### config.mk
export PLATFORM = sky130hd
export DESIGN_NAME = axis_pkt_gen
export DESIGN_NICKNAME = d
export VERILOG_FILES = /design/src/rtl/axis_pkt_gen.sv
export SDC_FILE = /design/constraint.sdc
export NUM_CORES = 1
export LEC_CHECK = 0
export CORE_ASPECT_RATIO = 1.2
export CORE_MARGIN = 8
export CORE_UTILIZATION = 45
export DETAILED_ROUTE_END_ITERATION = 10
export GPL_TIMING_DRIVEN = 0
export PLACE_DENSITY = 0.77
export SYNTH_ARGS = -nofsm -noshare
export SYNTH_HDL_FRONTEND = slang
export SYNTH_SLANG_ARGS = --single-unit
### constraint.sdc
create_clock -name sys_clk_i -period 4.5 [get_ports sys_clk_i]
set_input_delay 0.45 -clock sys_clk_i [delete_from_list [all_inputs] [get_ports sys_clk_i]]
set_output_delay 0.45 -clock sys_clk_i [all_outputs]
set_load 0.01 [all_outputs]
### src/rtl/axis_pkt_gen.sv
// axis_pkt_gen: register-programmed AXI-Stream packet generator (counter / constant / LFSR data).
// LFSR data mode is built only when AXIS_PKT_GEN_LFSR_EN is defined.
module axis_pkt_gen #(
    parameter int          DATA_W    = 64,
    parameter int          LEN_W     = 16,
    parameter logic [19:0] BASE_MASK = 20'hFFFFF
) (
    input  logic              sys_clk_i,
    input  logic              sys_rstn_i,
    input  logic [31:0]       sys_addr_i,
    input  logic [31:0]       sys_wdata_i,
    input  logic [3:0]        sys_sel_i,
    input  logic              sys_wen_i,
    input  logic              sys_ren_i,
    output logic [31:0]       sys_rdata_o,
    output logic              sys_err_o,
    output logic              sys_ack_o,
    output logic [DATA_W-1:0] m_axis_tdata,
    output logic              m_axis_tvalid,
    input  logic              m_axis_tready,
    output logic              m_axis_tlast
);
    localparam int LANES = DATA_W / 32;
    typedef enum logic [1:0] {IDLE, SEND, FINISH} state_t;

    state_t            state_q, state_d;
    logic [LEN_W-1:0]  pkt_len_q, pkt_len_d, len_q, len_d, word_q, word_d, len_eff;
    logic [31:0]       pkt_num_q, pkt_num_d, num_q, num_d, pkt_cnt_q, pkt_cnt_d;
    logic [31:0]       seed_q, seed_d, seed_run_q, seed_run_d;
    logic [31:0]       sent_q, sent_d, stall_q, stall_d, rdata_q, rd_val;
    logic [1:0]        mode_q, mode_d, mode_run_q, mode_run_d;
    logic              stop_pend_q, stop_pend_d, done_q, done_d, ack_q;
    logic [DATA_W-1:0] cnt_q, cnt_d, src;
    logic [19:0]       off;
    logic              ctrl_w, start, stop, last, unused_ok;
`ifdef AXIS_PKT_GEN_LFSR_EN
    logic [31:0]       lfsr_q, lfsr_d, lfsr_nx;
`endif

    function automatic logic [1:0] mode_fix(input logic [1:0] m);
`ifdef AXIS_PKT_GEN_LFSR_EN
        return (m == 2'd3) ? 2'd0 : m;
`else
        return (m == 2'd1) ? 2'd1 : 2'd0;
`endif
    endfunction

    assign off           = sys_addr_i[19:0] & BASE_MASK;
    assign ctrl_w        = sys_wen_i && off == 20'h0;
    assign start         = ctrl_w && sys_wdata_i[0];
    assign stop          = ctrl_w && sys_wdata_i[1];
    assign len_eff       = (pkt_len_q == '0) ? LEN_W'(1) : pkt_len_q;
    assign last          = word_q == len_q - LEN_W'(1);
    assign m_axis_tvalid = state_q == SEND;
    assign m_axis_tlast  = m_axis_tvalid && last;
    assign m_axis_tdata  = m_axis_tvalid ? src : '0;
    assign sys_ack_o     = ack_q;
    assign sys_rdata_o   = rdata_q;
    assign sys_err_o     = 1'b0;
    assign unused_ok     = &{1'b0, sys_sel_i, sys_addr_i[31:20]};

`ifdef AXIS_PKT_GEN_LFSR_EN
    // Right-shifting Galois form of x^32+x^22+x^2+x+1
    assign lfsr_nx = {1'b0, lfsr_q[31:1]} ^ (lfsr_q[0] ? 32'h8020_0003 : 32'h0);
`endif

    always_comb begin
        src = (mode_run_q == 2'd1) ? {LANES{seed_run_q}} : cnt_q;
`ifdef AXIS_PKT_GEN_LFSR_EN
        if (mode_run_q == 2'd2)
            for (int i = 0; i < LANES; i++)
                src[32*i +: 32] = (lfsr_q << i) | (lfsr_q >> (32 - i));
`endif
    end

    always_comb begin
        case (off)
            20'h00:  rd_val = {26'd0, mode_q, 4'd0};
            20'h04:  rd_val = 32'(pkt_len_q);
            20'h08:  rd_val = pkt_num_q;
            20'h0C:  rd_val = {29'd0, stop_pend_q, done_q, state_q != IDLE};
            20'h10:  rd_val = sent_q;
            20'h14:  rd_val = stall_q;
            20'h18:  rd_val = seed_q;
            default: rd_val = 32'hFFFF_FFFF;
        endcase
    end

    always_comb begin
        state_d     = state_q;
        pkt_len_d   = (sys_wen_i && off == 20'h04) ? sys_wdata_i[LEN_W-1:0] : pkt_len_q;
        pkt_num_d   = (sys_wen_i && off == 20'h08) ? sys_wdata_i : pkt_num_q;
        seed_d      = (sys_wen_i && off == 20'h18) ? sys_wdata_i : seed_q;
        mode_d      = ctrl_w ? mode_fix(sys_wdata_i[5:4]) : mode_q;
        mode_run_d  = mode_run_q;
        seed_run_d  = seed_run_q;
        len_d       = len_q;
        word_d      = word_q;
        num_d       = num_q;
        pkt_cnt_d   = pkt_cnt_q;
        sent_d      = sent_q;
        stall_d     = stall_q;
        stop_pend_d = stop_pend_q;
        done_d      = done_q;
        cnt_d       = cnt_q;
`ifdef AXIS_PKT_GEN_LFSR_EN
        lfsr_d      = lfsr_q;
`endif
        if (state_q == IDLE && start) begin
            state_d     = SEND;
            mode_run_d  = mode_d;
            seed_run_d  = seed_q;
            len_d       = len_eff;
            word_d      = '0;
            num_d       = pkt_num_q;
            pkt_cnt_d   = '0;
            sent_d      = '0;
            stall_d     = '0;
            stop_pend_d = 1'b0;
            done_d      = 1'b0;
            cnt_d       = '0;
`ifdef AXIS_PKT_GEN_LFSR_EN
            lfsr_d      = (seed_q == '0) ? 32'd1 : seed_q;
`endif
        end else if (state_q == SEND) begin
            if (stop)
                stop_pend_d = 1'b1;
            if (!m_axis_tready && stall_q != '1)
                stall_d = stall_q + 32'd1;
            if (m_axis_tready) begin
                cnt_d  = cnt_q + 1'b1;
                word_d = word_q + LEN_W'(1);
`ifdef AXIS_PKT_GEN_LFSR_EN
                lfsr_d = lfsr_nx;
`endif
                if (last) begin
                    word_d    = '0;
                    len_d     = len_eff;
                    pkt_cnt_d = pkt_cnt_q + 32'd1;
                    sent_d    = (sent_q == '1) ? sent_q : sent_q + 32'd1;
                    // A stop written in this very cycle also ends on this last word
                    if ((num_q != '0 && pkt_cnt_q + 32'd1 == num_q) || stop_pend_q || stop)
                        state_d = FINISH;
                end
            end
        end else if (state_q == FINISH) begin
            state_d     = IDLE;
            done_d      = 1'b1;
            stop_pend_d = 1'b0;
        end
    end

    always_ff @(posedge sys_clk_i or negedge sys_rstn_i) begin
        if (!sys_rstn_i) begin
            state_q     <= IDLE;
            pkt_len_q   <= LEN_W'(256);
            pkt_num_q   <= '0;
            seed_q      <= '0;
            mode_q      <= '0;
            mode_run_q  <= '0;
            seed_run_q  <= '0;
            len_q       <= LEN_W'(1);
            word_q      <= '0;
            num_q       <= '0;
            pkt_cnt_q   <= '0;
            sent_q      <= '0;
            stall_q     <= '0;
            stop_pend_q <= 1'b0;
            done_q      <= 1'b0;
            cnt_q       <= '0;
            ack_q       <= 1'b0;
            rdata_q     <= '0;
`ifdef AXIS_PKT_GEN_LFSR_EN
            lfsr_q      <= 32'd1;
`endif
        end else begin
            state_q     <= state_d;
            pkt_len_q   <= pkt_len_d;
            pkt_num_q   <= pkt_num_d;
            seed_q      <= seed_d;
            mode_q      <= mode_d;
            mode_run_q  <= mode_run_d;
            seed_run_q  <= seed_run_d;
            len_q       <= len_d;
            word_q      <= word_d;
            num_q       <= num_d;
            pkt_cnt_q   <= pkt_cnt_d;
            sent_q      <= sent_d;
            stall_q     <= stall_d;
            stop_pend_q <= stop_pend_d;
            done_q      <= done_d;
            cnt_q       <= cnt_d;
            ack_q       <= sys_wen_i || sys_ren_i;
            rdata_q     <= sys_ren_i ? rd_val : 32'd0;
`ifdef AXIS_PKT_GEN_LFSR_EN
            lfsr_q      <= lfsr_d;
`endif
        end
    end
endmodule

---- Word level (Yosys, flattened, before mapping) ----
Index checks and enable logic that the tools add are counted.
W data, S select, Z words.
storage, ports and cells
  register bits after elaboration ......... 377
  bits of input ports ..................... 73
  output and inout port bits .............. 100
  word-level logic and storage cells ...... 119
operators by class
  $add $sub $neg .......................... 6
  eq/ne operators ......................... 20
  multiplexer cells ....................... 43
  reductions and logical operators ........ 32
operators by type and width
  cell                     count
  $mux W32                 13
  $mux W64                 5
  $pmux W32 S7             1
  $mux W16                 9
  $add A32 B1 Y32 const B  3
  $add A64 B1 Y64 const B  1
  $eq A20 B5 Y1 const B    3
  $eq A20 B4 Y1 const B    2
  $eq A32 B32 Y1           1
  $eq A32 B32 Y1 const B   1
  $ne A32 B32 Y1 const B   1
  $reduce_bool A32 Y1      1
  $eq A20 B3 Y1 const B    1
  $logic_not A20 Y1        1
  $add A16 B1 Y16 const B  1
  $eq A16 B16 Y1           1
  $logic_not A16 Y1        1
  $sub A16 B1 Y16 const B  1
  $mux W2                  7
  $ne A3 B1 Y1 const B     4
  $reduce_bool A2 Y1       6
  $logic_and A1 B1 Y1      10
  $mux W1                  8
  $reduce_and A2 Y1        4
  10 further kinds         15

---- Longest topological paths before layout ----
  depth after elaboration ................. 10
  mapped depth ............................ 14

---- Worst setup path before layout ----
Ideal clock, no wire load.
  path type ............................... register to register
  start point ............................. register len_q[0]
  end point ............................... register len_q[10]
  arrival ................................. 3.286 ns
  data required time ...................... 4.372 ns
  slack ................................... 1.086 ns
  cell stages (with the launch flop) ...... 13
  buffers on the path ..................... 3
  period minus slack after synthesis ...... 3.414 ns
  cell sequence ........................... dfstp_2 > clkbuf_1 > inv_1 > ha_1 > or4b_1 > buf_2 > or4b_1 > o311a_1 > a22oi_4 > nand3_2 > o21ai_2 > buf_4 > mux2_1
on the way
  longest elaborated chain between the ends .. 4
RTL lines
  element                       line  RTL
  start, declared               27    logic [LEN_W-1:0] pkt_len_q, pkt_len_d, len_q, len_d, word_q, word_d, len_eff;
  start signal, assigned        184   len_q <= len_d;
  $sub A16 B1 Y16               53    assign last = word_q == len_q - LEN_W'(1);
  $eq A16 B16 Y1                53
  $reduce_bool A2 Y1 (no line)  --
  $reduce_and A3 Y1 (no line)   --
Every way passes these cells.
A chain may end at the register's enable or synchronous reset.

---- Final worst setup path ----
  start point ............................. register len_q[0]
  end point ............................... output m_axis_tlast
on the way
  longest elaborated chain between the ends .. 3
RTL lines
  element              line  RTL
  $sub A16 B1 Y16      53
  $eq A16 B16 Y1       53
  $logic_and A1 B1 Y1  55    assign m_axis_tlast = m_axis_tvalid && last;
  end, declared        21    output logic m_axis_tlast
Every way passes these cells.

==> impl_metrics.yaml <==
routing:
  antenna_left: 0
  first_pass_iters: 7
  drtIter0Drc: 2024
  routed_wl_um: 62800
  wl_per_cell_um: 21.7
  via_count: 17550
  drc: 0
  viasPerCell: 6.06
cts:
  clk_pin_slew_ns: 0.06
  worst_skew_pair.late_latency_ns: 0.55
  clk_path_buf_depth: 3
  cts_made_buffers: 40
  cts_tree: "yes"
  root_buffer: "clkbuf_16"
  cts_sinks: 377
  post_cts_buffers: 0
  htree_levels: 2
worst_setup_path:
  crit_path_start_kind: "flop"
  worstPathMaxFanout: 7
  critPathKind: "flop to output pin"
  r2r_setup_slack_ns: 0.49
  required_ns: 4.05
  r2r_start: "len_q[0]"
  r2r_end: "sent_q[12]"
  reg2reg_depth: 12
  endpoint_kind: "output pin"
  critPathArrivalTime_ns: 3.86
power:
  ir_drop_mv: 0.226
  sequentialPowerShare: 0.481
  swShare: 0.220
  powerDensity_nw_per_um2: 305
  p_int_mw: 5.54
  p_comb_frac: 0.031
  leakage_nw: 10.1
  p_clk_frac: 0.489
  switching_power_mw: 1.56
global_route:
  antenna_found_initial: 2
  gr-total-overflow: 0
  grt_usage: 0.244
  grt_pass1_vias: 17079
  grt_pass1_wl_um: 97900
  grt_max_degree: 125
floorplanning:
  core_um2: 42900
  initial_utilization: 0.456
  die_w_um: 206
  die-area_um2: 50400
  rows: 83
  fp.dieH_um: 244
  io_pins: 173
synth:
  synth_top_area_share: 0.480
  yosys_register_bits: 377
  yosysTopAreaCell: "dfrtp_1"
  async_reset_ff_frac: 1.00
  yosysWarnings: 0
  synth-edff-count: 0
  syn_nets: 2193
  synthDistinctLibCells: 82
  netlist_instances: 2114
  synth_top_flop_cell: "dfrtp_1"
  ys_seq_area_frac: 0.482
  synth_area_leaders: "dfrtp_1 48%, nand2_1 8.1%, mux2_2 5.3%"
  synth.avg_cell_area_um2: 9.25
  syn_area_um2: 19600
timing:
  period_minus_slack_ns: 4.31
  post-route-period-util: 0.958
  slew_violations: 0
  rsz0062_at_grt: "no"
  setup_violations: 0
  relSlewSlack: 0.0877
  max_freq_ghz: 0.232
  skew_ns: 0.0141
  fin_ws_ns: 0.187
  final_hold_viol_count: 0
  worstMarginPinSlew_ns: 1.36
layout:
  nNetsFinal: 2394
  final_cell_mix: "420 x nand2_1, 375 x dfrtp_1, 164 x nor2_1"
  seq_area_um2: 9440
  nFillCells: 3784
  area_growth_pct: 19.2
  final_common_cell: "nand2_1"
  multi_input_area_um2: 9550
  stdcell_area_um2: 23300
  stdcell_count: 2898
  layout-drive-gt1-share: 0.0853
place:
  io_buffers: 155
  dp_hpwl_um: 47300
  placed_cell_area_um2: 21900
  dpl_worst_slack_ns: -0.390
  gp_congestion: 0.937
  dp_cells: 2824
status:
  status: "finished clean"
worst_hold_path:
  hold_path_class: "primary input to asynchronous set/reset pin"
job:
  cap_violations: 0
[cell type report]
class / instances / share of cell area
Inverter: 24 / 0.00387
Clock buffer: 50 / 0.0476
Clock inverter: 22 / 0.0116
Antenna cell: 1 / 0.000107
Tap cell: 552 / 0.0296
Sequential cell: 377 / 0.405
Buffer: 127 / 0.0218
Timing Repair Buffer: 159 / 0.0708
Multi-Input combinational cell: 1586 / 0.410
[timing repair]
action | 4_1_cts | 5_1_grt
resized for setup | 0 | 4
endpoints found under the hold margin | 65 | 0
hold buffers | 1 | 0
endpoints found under the setup margin | 0 | 4
[registers in the layout (all words and copies together), names as in the netlist]
| register | flops |
|---|---|
| sys_rdata_o | 32 |
| mode_q | 2 |
| len_q | 16 |
| pkt_cnt_q | 32 |
| seed_run_q | 32 |
| done_q | 1 |
| mode_run_q | 2 |
| sys_ack_o | 1 |
| pkt_len_q | 16 |
| sent_q | 32 |
| stall_q | 32 |
| cnt_q | 64 |
| pkt_num_q | 32 |
| seed_q | 32 |
| state_q | 2 |
| num_q | 32 |
| word_q | 16 |
| stop_pend_q | 1 |
[Yosys cell counts (all sizes together), types with 27 or more instances]
library cell,count
a21oi,154
a31oi,29
mux2,100
nand4,53
o21ai,53
nor4,32
and3,41
nor3,32
nand3,71
dfrtp,375
nand2,420
clkbuf,100
xor2,77
nor2,165
xnor2,73
or3,43
a222oi,34
buf,27
[how the worst max path moves through the flow]
stage / startpoint / end / slack [ns]
2_1_floorplan: len_q[0] / len_q[10] / 1.09
3_3_place_gp: sys_rstn_i / cnt_q[28] / -13.25
3_5_place_dp: sys_addr_i[5] / cnt_q[63] / -0.39
4_1_cts: len_q[0] / m_axis_tlast / 0.02
5_1_grt: len_q[0] / m_axis_tlast / 0.009
6_report: len_q[0] / m_axis_tlast / 0.19
[layer usage]
| layer | up-vias | wire (µm) | global-route usage |
|---|---|---|---|
| met2 | 804 | 29300 | 0.388 |
| met3 | 123 | 5210 | 0.0418 |
| li1 | 7895 | - | - |
| met4 | 2 | 2230 | 0.0877 |
| met5 | - | 8 | 0 |
| met1 | 8726 | 26000 | 0.333 |
[cells by family after synthesis]
| logic type | share of synthesized area |
|---|---|
| and+or+nand+nor | 0.234 |
| AOI/OAI and AO/OA | 0.118 |
| xor gates and xnor gates | 0.0683 |
| other | 0.000192 |
| DFF | 0.482 |
| adders and majority gates | 0.00384 |
| buffers and inverters | 0.0306 |
| muxes | 0.0622 |
[critical path, cell delays in order, from the launching register on]
cell             delay, ns
dfstp_2               0.36
clkbuf_1              0.17
inv_1                 0.10
ha_1                  0.23
or4b_1                0.44
buf_2                 0.17
or4b_1                0.48
o311a_1               0.39
a21boi_4              0.24
and3_1                0.20
clkdlybuf4s50_1       0.54
[power groups by stage]
stage	sequential (mW)	clock (mW)	combinational, mW
final	3.41	3.47	0.218
after global routing	3.41	3.64	0.239
after CTS	3.41	3.51	0.221
after detailed placement	3.47	0	0.219
after global placement	3.48	0	0.207
after floorplan	3.48	0	0.0205
[per-stage QoR]
step / utilization / power, mW / TNS, ns / hold WS (ns)
3_3_place_gp: 0.508 / 3.69 / -4972.63 / 0.466
5_1_grt: 0.543 / 7.29 / 0 / 0.506
4_1_cts: 0.543 / 7.14 / 0 / 0.476
2_1_floorplan: - / 3.50 / 0 / 0.154
6_report: 0.543 / 7.10 / 0 / 0.436
3_5_place_dp: 0.510 / 3.69 / -3.73 / 0.447
Note: power is estimated with default switching activity, not from simulation.
